<file path="config.mk">
export PLATFORM = sky130hd
export DESIGN_NAME = buffered_channel_controller
export DESIGN_NICKNAME = d
export VERILOG_FILES = /design/src/rtl/buffered_channel_controller_pkg.sv /design/src/rtl/buffered_channel_controller_channel_buffer_ram.sv /design/src/rtl/buffered_channel_controller.sv
export SDC_FILE = /design/constraint.sdc
export NUM_CORES = 1
export LEC_CHECK = 0
export CORE_UTILIZATION = 41
export DETAILED_ROUTE_END_ITERATION = 7
export HOLD_SLACK_MARGIN = 0.12
export PLACE_DENSITY_LB_ADDON = 0.15
export SETUP_SLACK_MARGIN = 0.02
export SYNTH_ARGS = -nofsm -noshare
export SYNTH_HDL_FRONTEND = slang
export SYNTH_SLANG_ARGS = --single-unit
export TNS_END_PERCENT = 100
</file>
<file path="constraint.sdc">
create_clock -name clk -period 6.5 [get_ports clk]
set_clock_uncertainty 0.15 [all_clocks]
set_input_delay 1.95 -clock clk [delete_from_list [all_inputs] [get_ports clk]]
set_output_delay 1.95 -clock clk [all_outputs]
set_load 0.005 [all_outputs]
</file>
<file path="src/rtl/buffered_channel_controller_pkg.sv">
// Shared opcodes, FSM states and per-command action codes for the buffered channel controller.
// The opcodes and CHANNEL_NONE here are the channels.vh definitions carried into a package.
package buffered_channel_controller_pkg;

    localparam logic [3:0] CREATE_CHANNEL  = 4'd1;
    localparam logic [3:0] DESTROY_CHANNEL = 4'd2;
    localparam logic [3:0] SEND_MESSAGE    = 4'd3;
    localparam logic [3:0] RECEIVE_MESSAGE = 4'd4;

    // All-ones channel id meaning "no channel"; cast to the id width where used.
    localparam int CHANNEL_NONE = -1;

    typedef enum logic [1:0] {
        IDLE = 2'd0,
        EXEC = 2'd1,
        READ = 2'd2
    } ctrl_state_t;

    typedef enum logic [3:0] {
        ACT_NONE,
        ACT_ERROR,
        ACT_CREATE,
        ACT_DESTROY,
        ACT_DELIVER,
        ACT_ENQUEUE,
        ACT_BLOCK_SEND,
        ACT_BLOCK_RECV,
        ACT_FETCH,
        ACT_DEQUEUE
    } chan_action_t;

endpackage

</file>
<file path="src/rtl/buffered_channel_controller_channel_buffer_ram.sv">
// Message storage for all channels: one word per {channel, slot}, one synchronous read
// port and one write port.
module channel_buffer_ram
    import buffered_channel_controller_pkg::*;
#(
    parameter int NUM_CHANNELS = 4,
    parameter int DEPTH        = 4,
    parameter int DATA_BITS    = 16,
    parameter int CH_W         = 2,
    parameter int SLOT_W       = 2
) (
    input  logic                 clk,
    input  logic                 wr_en,
    input  logic [CH_W-1:0]      wr_channel,
    input  logic [SLOT_W-1:0]    wr_slot,
    input  logic [DATA_BITS-1:0] wr_data,
    input  logic [CH_W-1:0]      rd_channel,
    input  logic [SLOT_W-1:0]    rd_slot,
    output logic [DATA_BITS-1:0] rd_data
);

    logic [DATA_BITS-1:0] mem [NUM_CHANNELS][DEPTH];

    always_ff @(posedge clk) begin
        if (wr_en) begin
            mem[wr_channel][wr_slot] <= wr_data;
        end
        rd_data <= mem[rd_channel][rd_slot];
    end

endmodule

</file>
<file path="src/rtl/buffered_channel_controller.sv">
// Buffered occam channel controller: one command in (enabled), one result out (finished),
// with per-channel FIFOs in channel_buffer_ram and all control state held in flops here.
module buffered_channel_controller
    import buffered_channel_controller_pkg::*;
#(
    parameter int ADDR_BITS    = 8,
    parameter int DATA_BITS    = 16,
    parameter int NUM_CHANNELS = 4,
    parameter int DEPTH        = 4
) (
    input  logic                 clk,
    input  logic                 reset,
    input  logic                 enabled,
    input  logic [3:0]           channelOperationIn,
    input  logic [ADDR_BITS-1:0] channelIn,
    input  logic [DATA_BITS-1:0] messageIn,
    input  logic [ADDR_BITS-1:0] pidIn,
    output logic                 finished,
    output logic                 hasChannelOut,
    output logic [ADDR_BITS-1:0] channelOut,
    output logic                 hasMessageOut,
    output logic [DATA_BITS-1:0] messageOut,
    output logic                 hasSchedulePidOut,
    output logic [ADDR_BITS-1:0] schedulePidOut,
    output logic                 hasDeschedulePidOut,
    output logic [ADDR_BITS-1:0] deschedulePidOut,
    output logic                 errorOut,
    output ctrl_state_t          fsm_state
);

    localparam int CH_W   = (NUM_CHANNELS > 1) ? $clog2(NUM_CHANNELS) : 1;
    localparam int SLOT_W = (DEPTH > 1) ? $clog2(DEPTH) : 1;
    localparam int CNT_W  = $clog2(DEPTH + 1);

    ctrl_state_t  state, state_next;
    chan_action_t action;

    logic [3:0]           op_q;
    logic [ADDR_BITS-1:0] ch_q;
    logic [DATA_BITS-1:0] msg_q;
    logic [ADDR_BITS-1:0] pid_q;

    logic                 alloc     [NUM_CHANNELS];
    logic [CNT_W-1:0]     count     [NUM_CHANNELS];
    logic [SLOT_W-1:0]    head      [NUM_CHANNELS];
    logic [SLOT_W-1:0]    tail      [NUM_CHANNELS];
    logic                 send_wait [NUM_CHANNELS];
    logic [ADDR_BITS-1:0] send_pid  [NUM_CHANNELS];
    logic [DATA_BITS-1:0] send_msg  [NUM_CHANNELS];
    logic                 recv_wait [NUM_CHANNELS];
    logic [ADDR_BITS-1:0] recv_pid  [NUM_CHANNELS];

    logic [CH_W-1:0]      cidx;
    logic                 sel_ok;
    logic                 free_found;
    logic [ADDR_BITS-1:0] free_idx;
    logic                 wr_en;
    logic [DATA_BITS-1:0] wr_data;
    logic [DATA_BITS-1:0] rd_data;

    // Explicit compare-and-reset so non-power-of-two depths wrap correctly.
    function automatic logic [SLOT_W-1:0] slot_next(input logic [SLOT_W-1:0] p);
        return (p == SLOT_W'(DEPTH - 1)) ? '0 : p + SLOT_W'(1);
    endfunction

    assign fsm_state = state;
    assign cidx      = ch_q[CH_W-1:0];
    assign sel_ok    = ({1'b0, ch_q} < (ADDR_BITS + 1)'(NUM_CHANNELS)) && alloc[cidx];

    always_comb begin
        free_found = 1'b0;
        free_idx   = ADDR_BITS'(CHANNEL_NONE);
        for (int i = NUM_CHANNELS - 1; i >= 0; i--) begin
            if (!alloc[i]) begin
                free_found = 1'b1;
                free_idx   = ADDR_BITS'(i);
            end
        end
    end

    always_ff @(posedge clk or negedge reset) begin
        if (!reset) state <= IDLE;
        else        state <= state_next;
    end

    always_comb begin
        state_next = state;
        action     = ACT_NONE;
        case (state)
            IDLE: if (enabled) state_next = EXEC;
            EXEC: begin
                state_next = IDLE;
                case (op_q)
                    CREATE_CHANNEL:  action = free_found ? ACT_CREATE : ACT_ERROR;
                    DESTROY_CHANNEL: action = (!sel_ok || send_wait[cidx] || recv_wait[cidx])
                                              ? ACT_ERROR : ACT_DESTROY;
                    SEND_MESSAGE: begin
                        if (!sel_ok)                           action = ACT_ERROR;
                        else if (recv_wait[cidx])              action = ACT_DELIVER;
                        else if (count[cidx] < CNT_W'(DEPTH))  action = ACT_ENQUEUE;
                        else if (send_wait[cidx])              action = ACT_ERROR;
                        else                                   action = ACT_BLOCK_SEND;
                    end
                    RECEIVE_MESSAGE: begin
                        if (!sel_ok)                  action = ACT_ERROR;
                        else if (count[cidx] != '0) begin
                            action     = ACT_FETCH;
                            state_next = READ;
                        end
                        else if (recv_wait[cidx])     action = ACT_ERROR;
                        else                          action = ACT_BLOCK_RECV;
                    end
                    default: action = ACT_ERROR;
                endcase
            end
            READ: begin
                state_next = IDLE;
                action     = ACT_DEQUEUE;
            end
            default: state_next = IDLE;
        endcase
    end

    // A blocked sender's message lands in the slot just freed; in a full FIFO tail == head,
    // and the head word was already read during EXEC, so the write cannot clobber it.
    assign wr_en   = (action == ACT_ENQUEUE) || (action == ACT_DEQUEUE && send_wait[cidx]);
    assign wr_data = (action == ACT_ENQUEUE) ? msg_q : send_msg[cidx];

    channel_buffer_ram #(
        .NUM_CHANNELS(NUM_CHANNELS),
        .DEPTH       (DEPTH),
        .DATA_BITS   (DATA_BITS),
        .CH_W        (CH_W),
        .SLOT_W      (SLOT_W)
    ) u_ram (
        .clk       (clk),
        .wr_en     (wr_en),
        .wr_channel(cidx),
        .wr_slot   (tail[cidx]),
        .wr_data   (wr_data),
        .rd_channel(cidx),
        .rd_slot   (head[cidx]),
        .rd_data   (rd_data)
    );

    always_ff @(posedge clk or negedge reset) begin
        if (!reset) begin
            for (int i = 0; i < NUM_CHANNELS; i++) begin
                alloc[i]     <= 1'b0;
                count[i]     <= '0;
                head[i]      <= '0;
                tail[i]      <= '0;
                send_wait[i] <= 1'b0;
                send_pid[i]  <= '0;
                send_msg[i]  <= '0;
                recv_wait[i] <= 1'b0;
                recv_pid[i]  <= '0;
            end
        end else begin
            case (action)
                ACT_CREATE: begin
                    alloc[free_idx[CH_W-1:0]]     <= 1'b1;
                    count[free_idx[CH_W-1:0]]     <= '0;
                    head[free_idx[CH_W-1:0]]      <= '0;
                    tail[free_idx[CH_W-1:0]]      <= '0;
                    send_wait[free_idx[CH_W-1:0]] <= 1'b0;
                    recv_wait[free_idx[CH_W-1:0]] <= 1'b0;
                end
                ACT_DESTROY: alloc[cidx] <= 1'b0;
                ACT_DELIVER: recv_wait[cidx] <= 1'b0;
                ACT_ENQUEUE: begin
                    tail[cidx]  <= slot_next(tail[cidx]);
                    count[cidx] <= count[cidx] + CNT_W'(1);
                end
                ACT_BLOCK_SEND: begin
                    send_wait[cidx] <= 1'b1;
                    send_pid[cidx]  <= pid_q;
                    send_msg[cidx]  <= msg_q;
                end
                ACT_BLOCK_RECV: begin
                    recv_wait[cidx] <= 1'b1;
                    recv_pid[cidx]  <= pid_q;
                end
                ACT_DEQUEUE: begin
                    head[cidx] <= slot_next(head[cidx]);
                    if (send_wait[cidx]) begin
                        tail[cidx]      <= slot_next(tail[cidx]);
                        send_wait[cidx] <= 1'b0;
                    end else begin
                        count[cidx] <= count[cidx] - CNT_W'(1);
                    end
                end
                default: ;
            endcase
        end
    end

    always_ff @(posedge clk or negedge reset) begin
        if (!reset) begin
            op_q                <= '0;
            ch_q                <= '0;
            msg_q               <= '0;
            pid_q               <= '0;
            finished            <= 1'b0;
            hasChannelOut       <= 1'b0;
            channelOut          <= '0;
            hasMessageOut       <= 1'b0;
            messageOut          <= '0;
            hasSchedulePidOut   <= 1'b0;
            schedulePidOut      <= '0;
            hasDeschedulePidOut <= 1'b0;
            deschedulePidOut    <= '0;
            errorOut            <= 1'b0;
        end else if (state == IDLE) begin
            if (enabled) begin
                op_q                <= channelOperationIn;
                ch_q                <= channelIn;
                msg_q               <= messageIn;
                pid_q               <= pidIn;
                finished            <= 1'b0;
                hasChannelOut       <= 1'b0;
                hasMessageOut       <= 1'b0;
                hasSchedulePidOut   <= 1'b0;
                hasDeschedulePidOut <= 1'b0;
                errorOut            <= 1'b0;
            end
        end else begin
            if (state_next == IDLE) finished <= 1'b1;
            case (action)
                ACT_ERROR: errorOut <= 1'b1;
                ACT_CREATE: begin
                    hasChannelOut <= 1'b1;
                    channelOut    <= free_idx;
                end
                ACT_DELIVER: begin
                    hasMessageOut     <= 1'b1;
                    messageOut        <= msg_q;
                    hasSchedulePidOut <= 1'b1;
                    schedulePidOut    <= recv_pid[cidx];
                end
                ACT_BLOCK_SEND, ACT_BLOCK_RECV: begin
                    hasDeschedulePidOut <= 1'b1;
                    deschedulePidOut    <= pid_q;
                end
                ACT_DEQUEUE: begin
                    hasMessageOut <= 1'b1;
                    messageOut    <= rd_data;
                    if (send_wait[cidx]) begin
                        hasSchedulePidOut <= 1'b1;
                        schedulePidOut    <= send_pid[cidx];
                    end
                end
                default: ;
            endcase
        end
    end

endmodule

</file>
* After elaboration in Yosys (flattened, before gate mapping)
Memories as Yosys holds them, arrays and structs flattened. Cells that the tools add are included.
Storage, ports and cells: register bits 268, bits in latches 0, memory bits (writable) 256, bits in read-only memories 0, bits of input ports 39, word-level logic and storage cells 256, memories kept 1
Memory list:
- u_ram.mem | depth 4, width 64, rd ports 1, clocked after Yosys merged registers in 0, write ports 1, line buffered_channel_controller_channel_buffer_ram.sv:22 | logic [DATA_BITS-1:0] mem [NUM_CHANNELS][DEPTH];
Cells by class: $add $sub $neg 4, multiply operators 0, divide/modulo/power cells 0, order comparisons 9, equality and inequality tests 20, shift operators 0, multiplexer cells 110, bitwise gates (word level) 20, reduce and logical (&&, ||, !) cells 40
Operator list (number):
- $mux W16 | 7
- $mux W8 | 11
- $bmux W16 S2 | 2
- $bwmux W32 | 2
- $bwmux W64 | 1
- $demux W16 S2 | 2
- $mux W64 | 1
- $pmux W12 S3 | 1
- $bmux W8 S2 | 2
- $pmux W16 S2 | 1
- $pmux W8 S2 | 2
- $mux W2 | 14
- $mux W3 | 9
- $mux W1 | 26
- $bwmux W12 | 2
- $pmux W4 S3 | 2
- $pmux W8 S3 | 1
- $reduce_and A2 Y1 | 12
- $and A4 B4 Y4 | 5
- $eq A4 B3 Y1 const B | 5
- $and A8 B8 Y8 | 2
- $bwmux W8 | 2
- $demux W8 S2 | 1
- $eq A4 B2 Y1 const B | 4
- other kinds (41) | 86

* Logic depth before layout (Yosys ltp)
depth in word-level cells 16, depth in mapped cells 17

* Modules after synthesis
From an unflattened synthesis, not the netlist that was laid out.
Unflattened totals: cell total of the unflattened synthesis 1285, area total of the unflattened synthesis 21919.8 um^2
Modules (own cells, without submodules):
- buffered_channel_controller | times used 1, cells each 853, area each 11828.8 um^2, seq. area each 6180.9 um^2
- channel_buffer_ram | times used 1, cells each 432, area each 10090.9 um^2, seq. area each 8007.7 um^2

* Worst setup path after synthesis
No wires, ideal clock.
path kind reg2reg, start register ch_q[0], end memory u_ram.mem[0][0] (netlist bit), enable pin, library setup time 374 ps, arrival time 4247 ps, required time 5976 ps, setup slack 1730 ps, stages on the path, launching flop included 15, buffers on the path 4, period minus slack after synthesis 4770 ps, cell sequence dfrtp_1 buf_6 buf_2 buf_1 clkbuf_1 mux4_2 inv_1 ha_1 ha_1 inv_1 nor3_1 o31a_1 nand2_2 a2111oi_2 and2_1
Between the ends: cells in the longest elaborated chain, start to end 16, elaborated cells on any way between the ends 45
Ends and longest elaborated chain:
- start: declaration | line buffered_channel_controller.sv:39 | logic [ADDR_BITS-1:0] ch_q;
- start signal: assignment | line buffered_channel_controller.sv:217 | ch_q <= channelIn;
- branches (longest 16 deep; another with $lt A3 B3 Y1)
- end: declaration | line buffered_channel_controller_channel_buffer_ram.sv:22
Parallel ways; which one is timed is not known. The select of a mux whose other input is x is not followed.

* Worst setup path after layout
start register ch_q[0], end memory u_ram.mem[2][40] (netlist bit), enable pin
Same word-level chain as after synthesis.

==> results.toml <==
[cells_and_area]
nets = 1410
n_antenna_cell = 0
drive_gt1_share_pct = 32.9
fill_cells = 4528
final_cells = 2102
final_common_cell = "edfxtp_1"
areaGrowthSynthToFinish_pct = 14.7
layout_common_cells = "edfxtp_1, dfrtp_1, mux2_2"

[sta]
finalSetupViolations = 0
finalHoldViolCount = 0
holdWs_ns = 0.327
fin_tns_setup_ns = 0
fmax_mhz = 203
rsz0062_at_grt = "no"
fin_crit_sh_pct = 75.7
tightestPinTransition_ns = 1.12
period_minus_slack_ns = 4.92
maxSlewViolCount = 0
max_slew_margin_pct = 24.9

[setup_path]
critPathRequiredTime_ns = 6.64
worstSetupPathType = "flop to flop"
critPathTopFamily = "simple AND/OR/NAND/NOR gates"
max_stage_delay_ns = 0.76
path_buf_inv = 3
path_cells = "mux4_2 > inv_1 > ha_1 > ha_1 > inv_1 > nor3_1 > o31a_1 > nand2_2 > a2111oi_2 > and2_1 > buf_4"
critical-path-slowest-cell = "dfrtp_4"
cp.arrival_ns = 5.06
crit_fanout = 23
worstSetupEndpointType = "flop"
cp-start-kind = "flop"

[place]
gp_congestion = 0.837
dp_hpwl_um = 30600
port-buffer-count = 86
place_inst = 2001

[grt]
grt_max_degree = 123
grtUsageTotal_pct = 18.7
grt_pass1_vias = 12300
antenna_found_initial = 0
grt_pass1_wl_um = 78600
grt-ovfl-total = 0

[yosys]
synth_edf_count = 256
async_reset_ff_share_pct = 47.6
ys_ff_latch = 519
synthesis.nets = 1326
yosysWarnings = 0
synth_seq_area_share_pct = 63.7
netlist.area_leader.share_pct = 34.5
syn-mean-instance-area_um2 = 17.4
synth_area_leaders = "edfxtp_1, dfrtp_1, mux4_2, mux2_2, mux2_4"
synth_cell_type_count = 66
yosysTopAreaCell = "edfxtp_1"
syn_inst = 1277
dominantRegCellSynth = "edfxtp_1"
syn-cell-area_um2 = 22300

[routing]
dr.pass1.iters = 7
drt_iter0_drc = 933
routed-via-count = 11800
ant_nets = 0
wirelength_um = 50500
avgRoutedWirePerCell_um = 24.0
drcViolationCount = 2
viasPerCell = 5.59

[clock_tree]
cts_tree = "done"
clock_latency_ns = 0.61
root_buffer = "clkbuf_16"
ctsResizeCount = 0
cts_max_level = 2
hold_buffers = 0
clk_pin_slew_worst_paths_ns = 0.06
cts_made_buffers = 54
clock_sinks = 519
post-cts-setup-buffers = 0
clk_path_buf_depth = 3

[flow_run]
maxCapViolCount = 0

[die]
fp.dieH_um = 235
fp-row-count = 85
die_x_um = 235
die_area_um2 = 55200
core_um2 = 53700
start_util_pct = 41.5
io_pins = 87

[min_path]
hold_path_class = "flop to flop"

[outcome]
status = "finished, violations left"
violations = "DRC"

[power_and_ir_drop]
p_per_area_nw_per_um2 = 332
p_leak_nw = 9.23
ir_drop_mv = 0.270
[per-stage QoR]
step | setup WS [ns] | instance area, µm² | utilization, % | power (mW)
2_1_floorplan | 1.73 | 22300 | - | 4.96
3_3_place_gp | 1.62 | 23700 | 44.2 | 5.49
3_5_place_dp | 1.57 | 23700 | 44.2 | 5.49
4_1_cts | 1.54 | 25500 | 47.5 | 8.61
5_1_grt | 1.26 | 25500 | 47.5 | 8.86
6_report | 1.58 | 25500 | 47.5 | 8.48
[path summary, 6_finish.rpt]
kind,start,endpoint,slack (ns),cells past startpoint
max,ch_q[0]$_DFFE_PN0P_,u_ram.mem[2][40]$_DFFE_PP_,1.58,11
min,head[6]$_DFFE_PN0P_,head[6]$_DFFE_PN0P_,0.33,1
max reg2reg,ch_q[0]$_DFFE_PN0P_,u_ram.mem[2][40]$_DFFE_PP_,1.58,11
min reg2reg,head[6]$_DFFE_PN0P_,head[6]$_DFFE_PN0P_,0.33,1
max in group asynchronous,reset,ch_q[0]$_DFFE_PN0P_,3.78,2
min in group asynchronous,reset,ch_q[6]$_DFFE_PN0P_,1.29,1
[flip-flops by register name (all words and copies together) (netlist names), 12 cells and up]
name / cells
recv_pid: 32
u_ram.mem: 256
msg_q: 16
messageOut: 16
send_pid: 32
send_msg: 64
count: 12
u_ram.rd_data: 16
[cell type report]
cell class / instances / area, µm² / area share [%]
clock inverters: 29 / 267 / 1.04
clock buffers: 72 / 1520 / 5.95
repair buffers: 110 / 1080 / 4.24
flip-flops and latches: 519 / 14200 / 55.6
well taps: 696 / 871 / 3.41
multi-input cells: 656 / 7520 / 29.5
inverters: 20 / 75.1 / 0.294
[synth_stat cells (all sizes together), types with 7 or more instances]
cell and instances:
a211oi 17, a21oi 22, a22o 9, a2bb2oi 13, and2 22, buf 50, clkbuf 32, dfrtp 247
dfxtp 16, edfxtp 256, ha 10, inv 20, mux2 221, mux2i 20, mux4 106, nand2 28
nand3 7, nand4 7, nor2 25, nor2b 20, nor3 7, o211ai 7, o21ai 24, o22ai 13
[report_power, final]
group	internal (mW)	switching, mW	total [mW]
sequential	3.57	0.344	3.92
clock	1.80	1.30	3.10
combinational	0.653	0.816	1.47
total	6.03	2.46	8.48
[cells by family after synthesis]
| family | synth area share [%] |
|---|---|
| mux | 24.1 |
| buf+inv | 2.56 |
| fa+ha+maj | 0.562 |
| xor+xnor | 0.118 |
| compound gates | 5.24 |
| simple gates | 3.70 |
| flops | 63.7 |
[layer usage]
| layer | share of wire, % | global-route usage [%] |
|---|---|---|
| met3 | 4.4 | 2.57 |
| met1 | 48 | 28.3 |
| met2 | 46 | 28.2 |
| met5 | 0 | 0 |
| met4 | 1.8 | 5.14 |
Power figures use the tool's default switching activity.
